--- src/rtl/mul_types_pkg.sv ---
// Shared types for the RV32M multiply path.
//   riscv_mul_op_e : opcode presented to the multiplier by the ALU
//   alu_mul_t      : request bundle (operands + opcode) as carried on stage_if
//   mul_state_e    : sequencer states of booth_multiplier
//   MUL_ITERS      : number of radix-4 Booth steps for a 34-bit multiplier
package mul_types_pkg;

    typedef enum logic [2:0] {
        MUL_NONE = 3'd0,
        MUL      = 3'd1,
        MULH     = 3'd2,
        MULHSU   = 3'd3,
        MULHU    = 3'd4
    } riscv_mul_op_e;

    typedef struct packed {
        logic [31:0]   dataA;
        logic [31:0]   dataB;
        riscv_mul_op_e opcode;
    } alu_mul_t;

    typedef enum logic [1:0] {
        ST_IDLE = 2'd0,
        ST_CALC = 2'd1,
        ST_DONE = 2'd2
    } mul_state_e;

    // 34-bit extended multiplier / 2 bits per step
    localparam int MUL_ITERS = 17;

endpackage

--- src/rtl/add_and_sub.sv ---
// Combinational adder/subtractor shared with the ALU.
//   A, B     : operands
//   Cin      : 0 = A + B, 1 = A - B (B inverted, carry-in 1)
//   Result   : A + (Cin ? ~B : B) + Cin
//   Carry    : carry out of the MSB
//   Overflow : two's-complement overflow
//   zero     : Result == 0
module add_and_sub #(
    parameter int WIDTH = 32
) (
    input  logic [WIDTH-1:0] A,
    input  logic [WIDTH-1:0] B,
    input  logic             Cin,
    output logic [WIDTH-1:0] Result,
    output logic             Carry,
    output logic             Overflow,
    output logic             zero
);

    logic [WIDTH-1:0] b_eff;
    logic [WIDTH:0]   sum;

    assign b_eff    = Cin ? ~B : B;
    assign sum      = {1'b0, A} + {1'b0, b_eff} + {{WIDTH{1'b0}}, Cin};
    assign Result   = sum[WIDTH-1:0];
    assign Carry    = sum[WIDTH];
    // Overflow when both addends share a sign that the result does not.
    assign Overflow = (A[WIDTH-1] == b_eff[WIDTH-1]) && (Result[WIDTH-1] != A[WIDTH-1]);
    assign zero     = (Result == '0);

endmodule

--- src/rtl/booth_multiplier.sv ---
// Sequential RV32M multiplier (MUL/MULH/MULHSU/MULHU), radix-4 Booth,
// 17 steps, fixed latency, valid/ready on both sides.
//   clk, rst          : clock, asynchronous active-low reset
//   in_valid/in_ready : request handshake (mul_in)
//   in_dataA/in_dataB : multiplicand rs1 / multiplier rs2
//   in_opcode         : riscv_mul_op_e
//   out_valid/out_ready/out_result : response handshake (mul_out)
module booth_multiplier
    import mul_types_pkg::*;
#(
    parameter int WIDTH = 32
) (
    input  logic             clk,
    input  logic             rst,
    input  logic             in_valid,
    output logic             in_ready,
    input  logic [WIDTH-1:0] in_dataA,
    input  logic [WIDTH-1:0] in_dataB,
    input  logic [2:0]       in_opcode,
    output logic             out_valid,
    input  logic             out_ready,
    output logic [WIDTH-1:0] out_result
);

    localparam int EXT_W = WIDTH + 2;   // operands after sign/zero extension
    localparam int ACC_W = WIDTH + 4;   // holds partial sums of up to +-2M with headroom
    localparam int CNT_W = $clog2(MUL_ITERS);
    localparam logic [CNT_W-1:0] LAST_CNT = CNT_W'(MUL_ITERS - 1);

    mul_state_e       state_q, state_d;
    logic [EXT_W-1:0] m_q, m_d;       // extended multiplicand
    logic [EXT_W-1:0] b_q, b_d;       // multiplier, refilled from the top with product bits
    logic             prev_q, prev_d; // b[2i-1]
    logic [ACC_W-1:0] acc_q, acc_d;   // upper (signed) accumulator
    logic [CNT_W-1:0] cnt_q, cnt_d;
    logic [2:0]       op_q, op_d;
    logic [WIDTH-1:0] result_q, result_d;

    logic [2:0]         booth_bits;
    logic [ACC_W-1:0]   m_ext, m2_ext, addend, sum;
    logic               subtract;
    logic [ACC_W-1:0]   acc_shift;
    logic [EXT_W-1:0]   b_shift;
    logic [2*WIDTH-1:0] prod_next;
    logic               a_sgn, b_sgn;
    logic               carry, ovf, sum_zero;
    logic               unused_flags;

    assign booth_bits = {b_q[1], b_q[0], prev_q};
    assign m_ext      = {{(ACC_W-EXT_W){m_q[EXT_W-1]}}, m_q};
    assign m2_ext     = {m_ext[ACC_W-2:0], 1'b0};

    // Booth digit -> {0, +-M, +-2M}; negative digits use the subtract path.
    always_comb begin
        addend   = '0;
        subtract = 1'b0;
        case (booth_bits)
            3'b001, 3'b010: addend = m_ext;
            3'b011:         addend = m2_ext;
            3'b100: begin
                addend   = m2_ext;
                subtract = 1'b1;
            end
            3'b101, 3'b110: begin
                addend   = m_ext;
                subtract = 1'b1;
            end
            default: ;
        endcase
    end

    add_and_sub #(.WIDTH(ACC_W)) u_add_and_sub (
        .A        (acc_q),
        .B        (addend),
        .Cin      (subtract),
        .Result   (sum),
        .Carry    (carry),
        .Overflow (ovf),
        .zero     (sum_zero)
    );

    // Flags are for ALU use; the accumulator is sized so they never matter here.
    assign unused_flags = ^{carry, ovf, sum_zero};

    // {acc, b} behaves as one register shifted arithmetically right by 2.
    assign acc_shift = {{2{sum[ACC_W-1]}}, sum[ACC_W-1:2]};
    assign b_shift   = {sum[1:0], b_q[EXT_W-1:2]};
    assign prod_next = {acc_shift[2*WIDTH-EXT_W-1:0], b_shift};

    always_comb begin
        a_sgn = 1'b0;
        b_sgn = 1'b0;
        case (in_opcode)
            MUL, MULH: begin
                a_sgn = 1'b1;
                b_sgn = 1'b1;
            end
            MULHSU:  a_sgn = 1'b1;
            default: ;
        endcase
    end

    always_comb begin
        state_d  = state_q;
        m_d      = m_q;
        b_d      = b_q;
        prev_d   = prev_q;
        acc_d    = acc_q;
        cnt_d    = cnt_q;
        op_d     = op_q;
        result_d = result_q;
        case (state_q)
            ST_IDLE: begin
                if (in_valid) begin
                    m_d     = {{2{in_dataA[WIDTH-1] & a_sgn}}, in_dataA};
                    b_d     = {{2{in_dataB[WIDTH-1] & b_sgn}}, in_dataB};
                    prev_d  = 1'b0;
                    acc_d   = '0;
                    cnt_d   = '0;
                    op_d    = in_opcode;
                    state_d = ST_CALC;
                end
            end
            ST_CALC: begin
                acc_d  = acc_shift;
                b_d    = b_shift;
                prev_d = b_q[1];
                cnt_d  = cnt_q + CNT_W'(1);
                if (cnt_q == LAST_CNT) begin
                    state_d = ST_DONE;
                    case (op_q)
                        MUL:                 result_d = prod_next[WIDTH-1:0];
                        MULH, MULHSU, MULHU: result_d = prod_next[2*WIDTH-1:WIDTH];
                        default:             result_d = '0;
                    endcase
                end
            end
            ST_DONE: begin
                if (out_ready) state_d = ST_IDLE;
            end
            default: state_d = ST_IDLE;
        endcase
    end

    always_ff @(posedge clk or negedge rst) begin
        if (!rst) begin
            state_q  <= ST_IDLE;
            m_q      <= '0;
            b_q      <= '0;
            prev_q   <= 1'b0;
            acc_q    <= '0;
            cnt_q    <= '0;
            op_q     <= '0;
            result_q <= '0;
        end else begin
            state_q  <= state_d;
            m_q      <= m_d;
            b_q      <= b_d;
            prev_q   <= prev_d;
            acc_q    <= acc_d;
            cnt_q    <= cnt_d;
            op_q     <= op_d;
            result_q <= result_d;
        end
    end

    assign in_ready   = (state_q == ST_IDLE);
    assign out_valid  = (state_q == ST_DONE);
    assign out_result = result_q;

endmodule

--- config.mk ---
export PLATFORM = sky130hd
export DESIGN_NAME = booth_multiplier
export DESIGN_NICKNAME = d
export VERILOG_FILES = /design/src/rtl/mul_types_pkg.sv /design/src/rtl/add_and_sub.sv /design/src/rtl/booth_multiplier.sv
export SDC_FILE = /design/constraint.sdc
export NUM_CORES = 1
export LEC_CHECK = 0
export CAP_MARGIN = 10
export CORE_ASPECT_RATIO = 0.5
export CORE_UTILIZATION = 35
export CTS_BUF_LIST = sky130_fd_sc_hd__clkbuf_4 sky130_fd_sc_hd__clkbuf_8
export DETAILED_ROUTE_END_ITERATION = 16
export PLACE_DENSITY = 0.65
export SLEW_MARGIN = 20
export SYNTH_ARGS = -nofsm -noshare
export SYNTH_HDL_FRONTEND = slang
export SYNTH_HIERARCHICAL = 1
export SYNTH_SLANG_ARGS = --single-unit
--- constraint.sdc ---
create_clock -name clk -period 6.15 [get_ports clk]
set_input_delay 1.845 -clock clk [delete_from_list [all_inputs] [get_ports clk]]
set_output_delay 1.845 -clock clk [all_outputs]
set_load 0.02 [all_outputs]
==> impl_metrics.yaml, run 1 <==
routing:
  wl_mm: 28.2
  vias: 8356
  drc: 0
  drtAntennaViolNets: 0
  wl_per_cell_um: 18.8
  first_pass_iters: 5
  drtIter0Drc: 705
  viasPerCell: 5.58
timing:
  setup_violations: 0
  setup_slack_ns: 2.00
  fin_setup_tns_ns: 0
  slew_headroom_pct: 33.8
  rsz0062_at_grt: "no"
  max_freq_mhz: 241
  slew_viol_final: 0
  min_period_ns: 4.15
  max_slew.worst_pin.slew_ns: 0.993
  hold_viol: 0
  finalCritPeriodShare_pct: 67.6
  skew_ns: 0.0147
clock_network:
  holdBufCountCts: 0
  clock_tree.root_cell: "clkbuf_8"
  clk_pin_slew_ns: 0.08
  cts_inserted_buffers: 17
  clock-sinks: 144
  post_cts_buffers: 0
  cts_resized: 0
  cts_htree_levels: 4
  clk_latency_ns: 0.48
  clock_path_buffers: 2
  tritoncts: "built"
finish:
  drive_above_1_share_pct: 6.24
  regArea_um2: 3600
  antenna_cells: 0
  multi_input_area_um2: 5130
  nNetsFinal: 1256
  fillers: 2590
  area_growth_pct: 17.4
run:
  max-cap-violations: 0
place:
  dp_slack_ns: 2.00
  port-buffer-count: 104
  dp_hpwl_mm: 20.1
  place_congestion: 0.888
critical_path:
  cp_num_buf_inv: 1
  cp-start-kind: "flip-flop"
  endpoint_kind: "flip-flop"
  path_class: "reg -> reg"
  worst_path_largest_cell_delay_ns: 0.51
  path_delay_family: "simple AND/OR/NAND/NOR gates"
  path_common_cell: "xor2_1"
  arrival_ns: 4.55
  cp_max_fo: 20
  cp.required_ns: 6.55
  path_cells: "nand2_1 > and2_2 > buf_4 > xor2_1 > ha_1 > nand4_1 > or3_1 > o31a_1 > o311ai_0 > xor2_1 > o21ai_0 > a31oi_1"
  slowest_stage: "ha_1"
global_route:
  antenna_found_initial: 0
  grt_pass1_vias: 7867
  overflow: 0
  grtUsageTotal_pct: 21.5
  grt_max_degree: 103
  grt_use_met3_pct: 2.91
  met2_usage_pct: 31.6
  top_usage_layer: "met1"
  use_met1_pct: 32.4
  grt_pass1_wl_mm: 44.7
die:
  die_h_um: 116
  ios: 105
  dieArea_um2: 26800
  num_rows: 41
  fp.coreArea_um2: 25400
  die_x_um: 231
  start_util_pct: 36.0
logic_synthesis:
  yosysWarnings: 6
  syn_inst: 1088
  avgSynthCellArea_um2: 8.41
  syn_area_um2: 9160
  syn-num-nets: 1201
status:
  status: "complete, no violations"
worst_hold_path:
  min-delay-path-class: "reg -> reg"
## layer usage
layer | up-vias | routed length (um)
met1 | 4097 | 14400
met5 | - | 0
met2 | 262 | 11900
met3 | 30 | 1450
li1 | 3967 | -
met4 | 0 | 462
## sequential cells by signal, indices dropped and copies added, names as in the netlist
signal,cells
state_q,2
b_q,34
prev_q,1
acc_q,34
op_q,3
m_q,33
cnt_q,5
out_result,32
## worst paths after layout
path	cells after the start	slack [ns]	from	end
worst max-delay path	12	2.00	b_q[0]	out_result[31]
worst min-delay path	1	0.50	cnt_q[4]	cnt_q[4]
worst max register to register	12	2.00	b_q[0]	out_result[31]
worst min register to register	1	0.50	cnt_q[4]	cnt_q[4]
max in group asynchronous	2	3.51	rst	m_q[30]
min in group asynchronous	1	1.47	rst	b_q[3]
## stage by stage
step	area (um^2)	hold WS (ns)	util, %	instances
after floorplan	9160	0.436	-	1088
after global placement	10400	0.474	40.7	1466
after detailed placement	10400	0.492	40.7	1466
after CTS	10700	0.506	42.1	1495
after global routing	10700	0.538	42.2	1497
final	10700	0.501	42.2	1497
## cells in the final DEF, fill, tap and decap left out, drive strengths merged, types with 6 or more instances in the layout
cell	instances
buf	15
nand4	11
xnor2	12
a31oi	40
o31ai	6
clkdlybuf4s50	103
ha	41
o21ai	60
a21oi	64
inv	18
o22ai	34
nand2b	6
nor3	36
nor2	53
or3	7
dfrtp	144
xor2	51
and2	9
a21o	16
a22o	32
nor2b	7
mux2i	6
clkbuf	22
nand3	47
nand2	237
## cell type report
cell class	instances	area share [%]
Clock buffer	22	2.70
Clock inverter	7	0.582
Inverter	18	0.629
Multi-Input combinational cell	844	47.7
Sequential cell	144	33.5
Tap cell	344	4.01
Timing Repair Buffer	118	10.8
Power of run 1 is left out: the tool's default activity adds up to more than one toggle a clock period on the data nets, which glitch-free logic cannot reach.
==> run 2: changes to the inputs <==
==> constraint.sdc (replaced) <==
create_clock -name clk -period 3.9 [get_ports clk]
set_input_delay 1.17 -clock clk [delete_from_list [all_inputs] [get_ports clk]]
set_output_delay 1.17 -clock clk [all_outputs]
set_load 0.02 [all_outputs]
==> impl_metrics.yaml, run 2 (synthesis gave the netlist of run 1 again) <==
run:
  max-cap-violations: 0
finish:
  regArea_um2: 3600
  multi_input_area_um2: 5170
  final_common_cell: "nand2_1"
  fin_area_um2: 11200
  drive_above_1_share_pct: 9.35
  top_regs: "acc_q: 34 flops, b_q: 34 flops, m_q: 33 flops"
  nNetsFinal: 1288
  area_growth_pct: 21.9
  post-route-util_pct: 43.9
  fin_cells: 1532
  mostFrequentLayoutCells: "nand2_1, dfrtp_1, clkdlybuf4s50_1"
  fillers: 2516
global_route:
  antenna_found_initial: 1
  grtUsageTotal_pct: 21.8
  grt_pass1_vias: 8116
  grt_pass1_wl_mm: 45.4
  overflow: 0
  grt_max_degree: 70
clock_network:
  clk_latency_ns: 0.46
  tritoncts: "built"
  clock_tree.root_cell: "clkbuf_8"
  clk_pin_slew_ns: 0.08
  cts_htree_levels: 4
  holdBufCountCts: 0
  clock-sinks: 144
  clock_path_buffers: 2
  cts_inserted_buffers: 17
timing:
  slew_headroom_pct: 40.8
  skew_ns: 0.0177
  slew_viol_final: 0
  fin_setup_tns_ns: 0
  max_slew.worst_pin.slew_ns: 0.888
  finalCritPeriodShare_pct: 97.1
  hold_viol: 0
  setup_violations: 0
  max_freq_mhz: 264
  min_period_ns: 3.79
die:
  die_h_um: 116
  ios: 105
  num_rows: 41
  start_util_pct: 36.0
  dieArea_um2: 26800
  fp.coreArea_um2: 25400
  die_x_um: 231
routing:
  drtIter0Drc: 617
  drc: 0
  viasPerCell: 5.51
  wl_mm: 28.7
  vias: 8438
  first_pass_iters: 7
  drtAntennaViolNets: 0
  wl_per_cell_um: 18.7
place:
  place_congestion: 0.967
  place_area_um2: 10700
  placed_cells: 1497
  port-buffer-count: 104
  dp_hpwl_mm: 20.6
critical_path:
  cp_max_fo: 34
  r2r_end: "acc_q[32]"
  slowest_stage: "dfrtp_2"
  endpoint_kind: "flip-flop"
  startpoint: "b_q[0]"
  cp-start-kind: "flip-flop"
  regToRegStartpoint: "b_q[0]"
  path_class: "reg -> reg"
  path_cells: "xor2_2 > buf_12 > a22o_1 > xor2_1 > buf_4 > ha_1 > a211oi_2 > o2111ai_1 > a21o_1 > a211o_1 > a31oi_2 > o21ai_1 > o311ai_0 > nand2_1 > nand2_1"
  arrival_ns: 4.18
  cp.required_ns: 4.29
  rr_worst_depth: 15
  crit_path_end: "acc_q[32]"
  r2r_setup_slack_ns: 0.11
  path_common_cell: "nand2_1"
  worst_path_largest_cell_delay_ns: 0.46
worst_hold_path:
  min-delay-path-class: "reg -> reg"
status:
  status: "complete, no violations"
-- run 2: area by class of cell --
type	count	area share (%)
antenna	1	0.0224
clock buffer	21	2.48
timing repair buffer	150	13.2
inverter	18	0.605
tap	344	3.86
multi-input combinational	844	46.4
sequential	144	32.3
clock inverter	10	1.22
-- run 2: metrics by stage --
| stage | hold WS [ns] | setup WS (ns) |
|---|---|---|
| final | 0.506 | 0.115 |
| after detailed placement | 0.496 | -0.0460 |
| after CTS | 0.515 | 0.0363 |
| after floorplan | 0.436 | 0.291 |
| after global placement | 0.465 | -0.0130 |
| after global routing | 0.525 | -0.0170 |
-- run 2: worst min path at each step --
stage,start,end,slack [ns],cells past startpoint
2_1_floorplan,cnt_q[4],cnt_q[4],0.44,1
3_3_place_gp,cnt_q[4],cnt_q[4],0.46,1
3_5_place_dp,m_q[31],m_q[31],0.50,2
4_1_cts,m_q[31],m_q[31],0.52,2
5_1_grt,acc_q[26],acc_q[26],0.53,2
6_report,cnt_q[4],cnt_q[4],0.51,1
-- run 2: metal layers --
layer  vias up  part of all wire, %  track usage (%)
li1       4039                    -                -
met1      4132                   51             31.9
met2       241                   42             32.1
met3        26                  5.0             4.66
met4         0                  1.6             6.23
met5         -                    0                0
-- run 2: repair_timing --
item                       4_1_cts  5_1_grt
resized for setup                1        9
pin swaps                        0        3
gates cloned                     0        1
hold endpoints to repair         0        0
setup endpoints to repair        1       13
setup buffers                    0        1
-- run 2: worst max-delay path, delay by kind of cell, from the launching register on --
kind,cells,cell delay [ns]
compound gates,8,2.13
flops,1,0.46
xor+xnor,2,0.34
buf+inv,2,0.34
fa+ha+maj,1,0.30
simple gates,2,0.16
Power of run 2 is left out for the same reason.
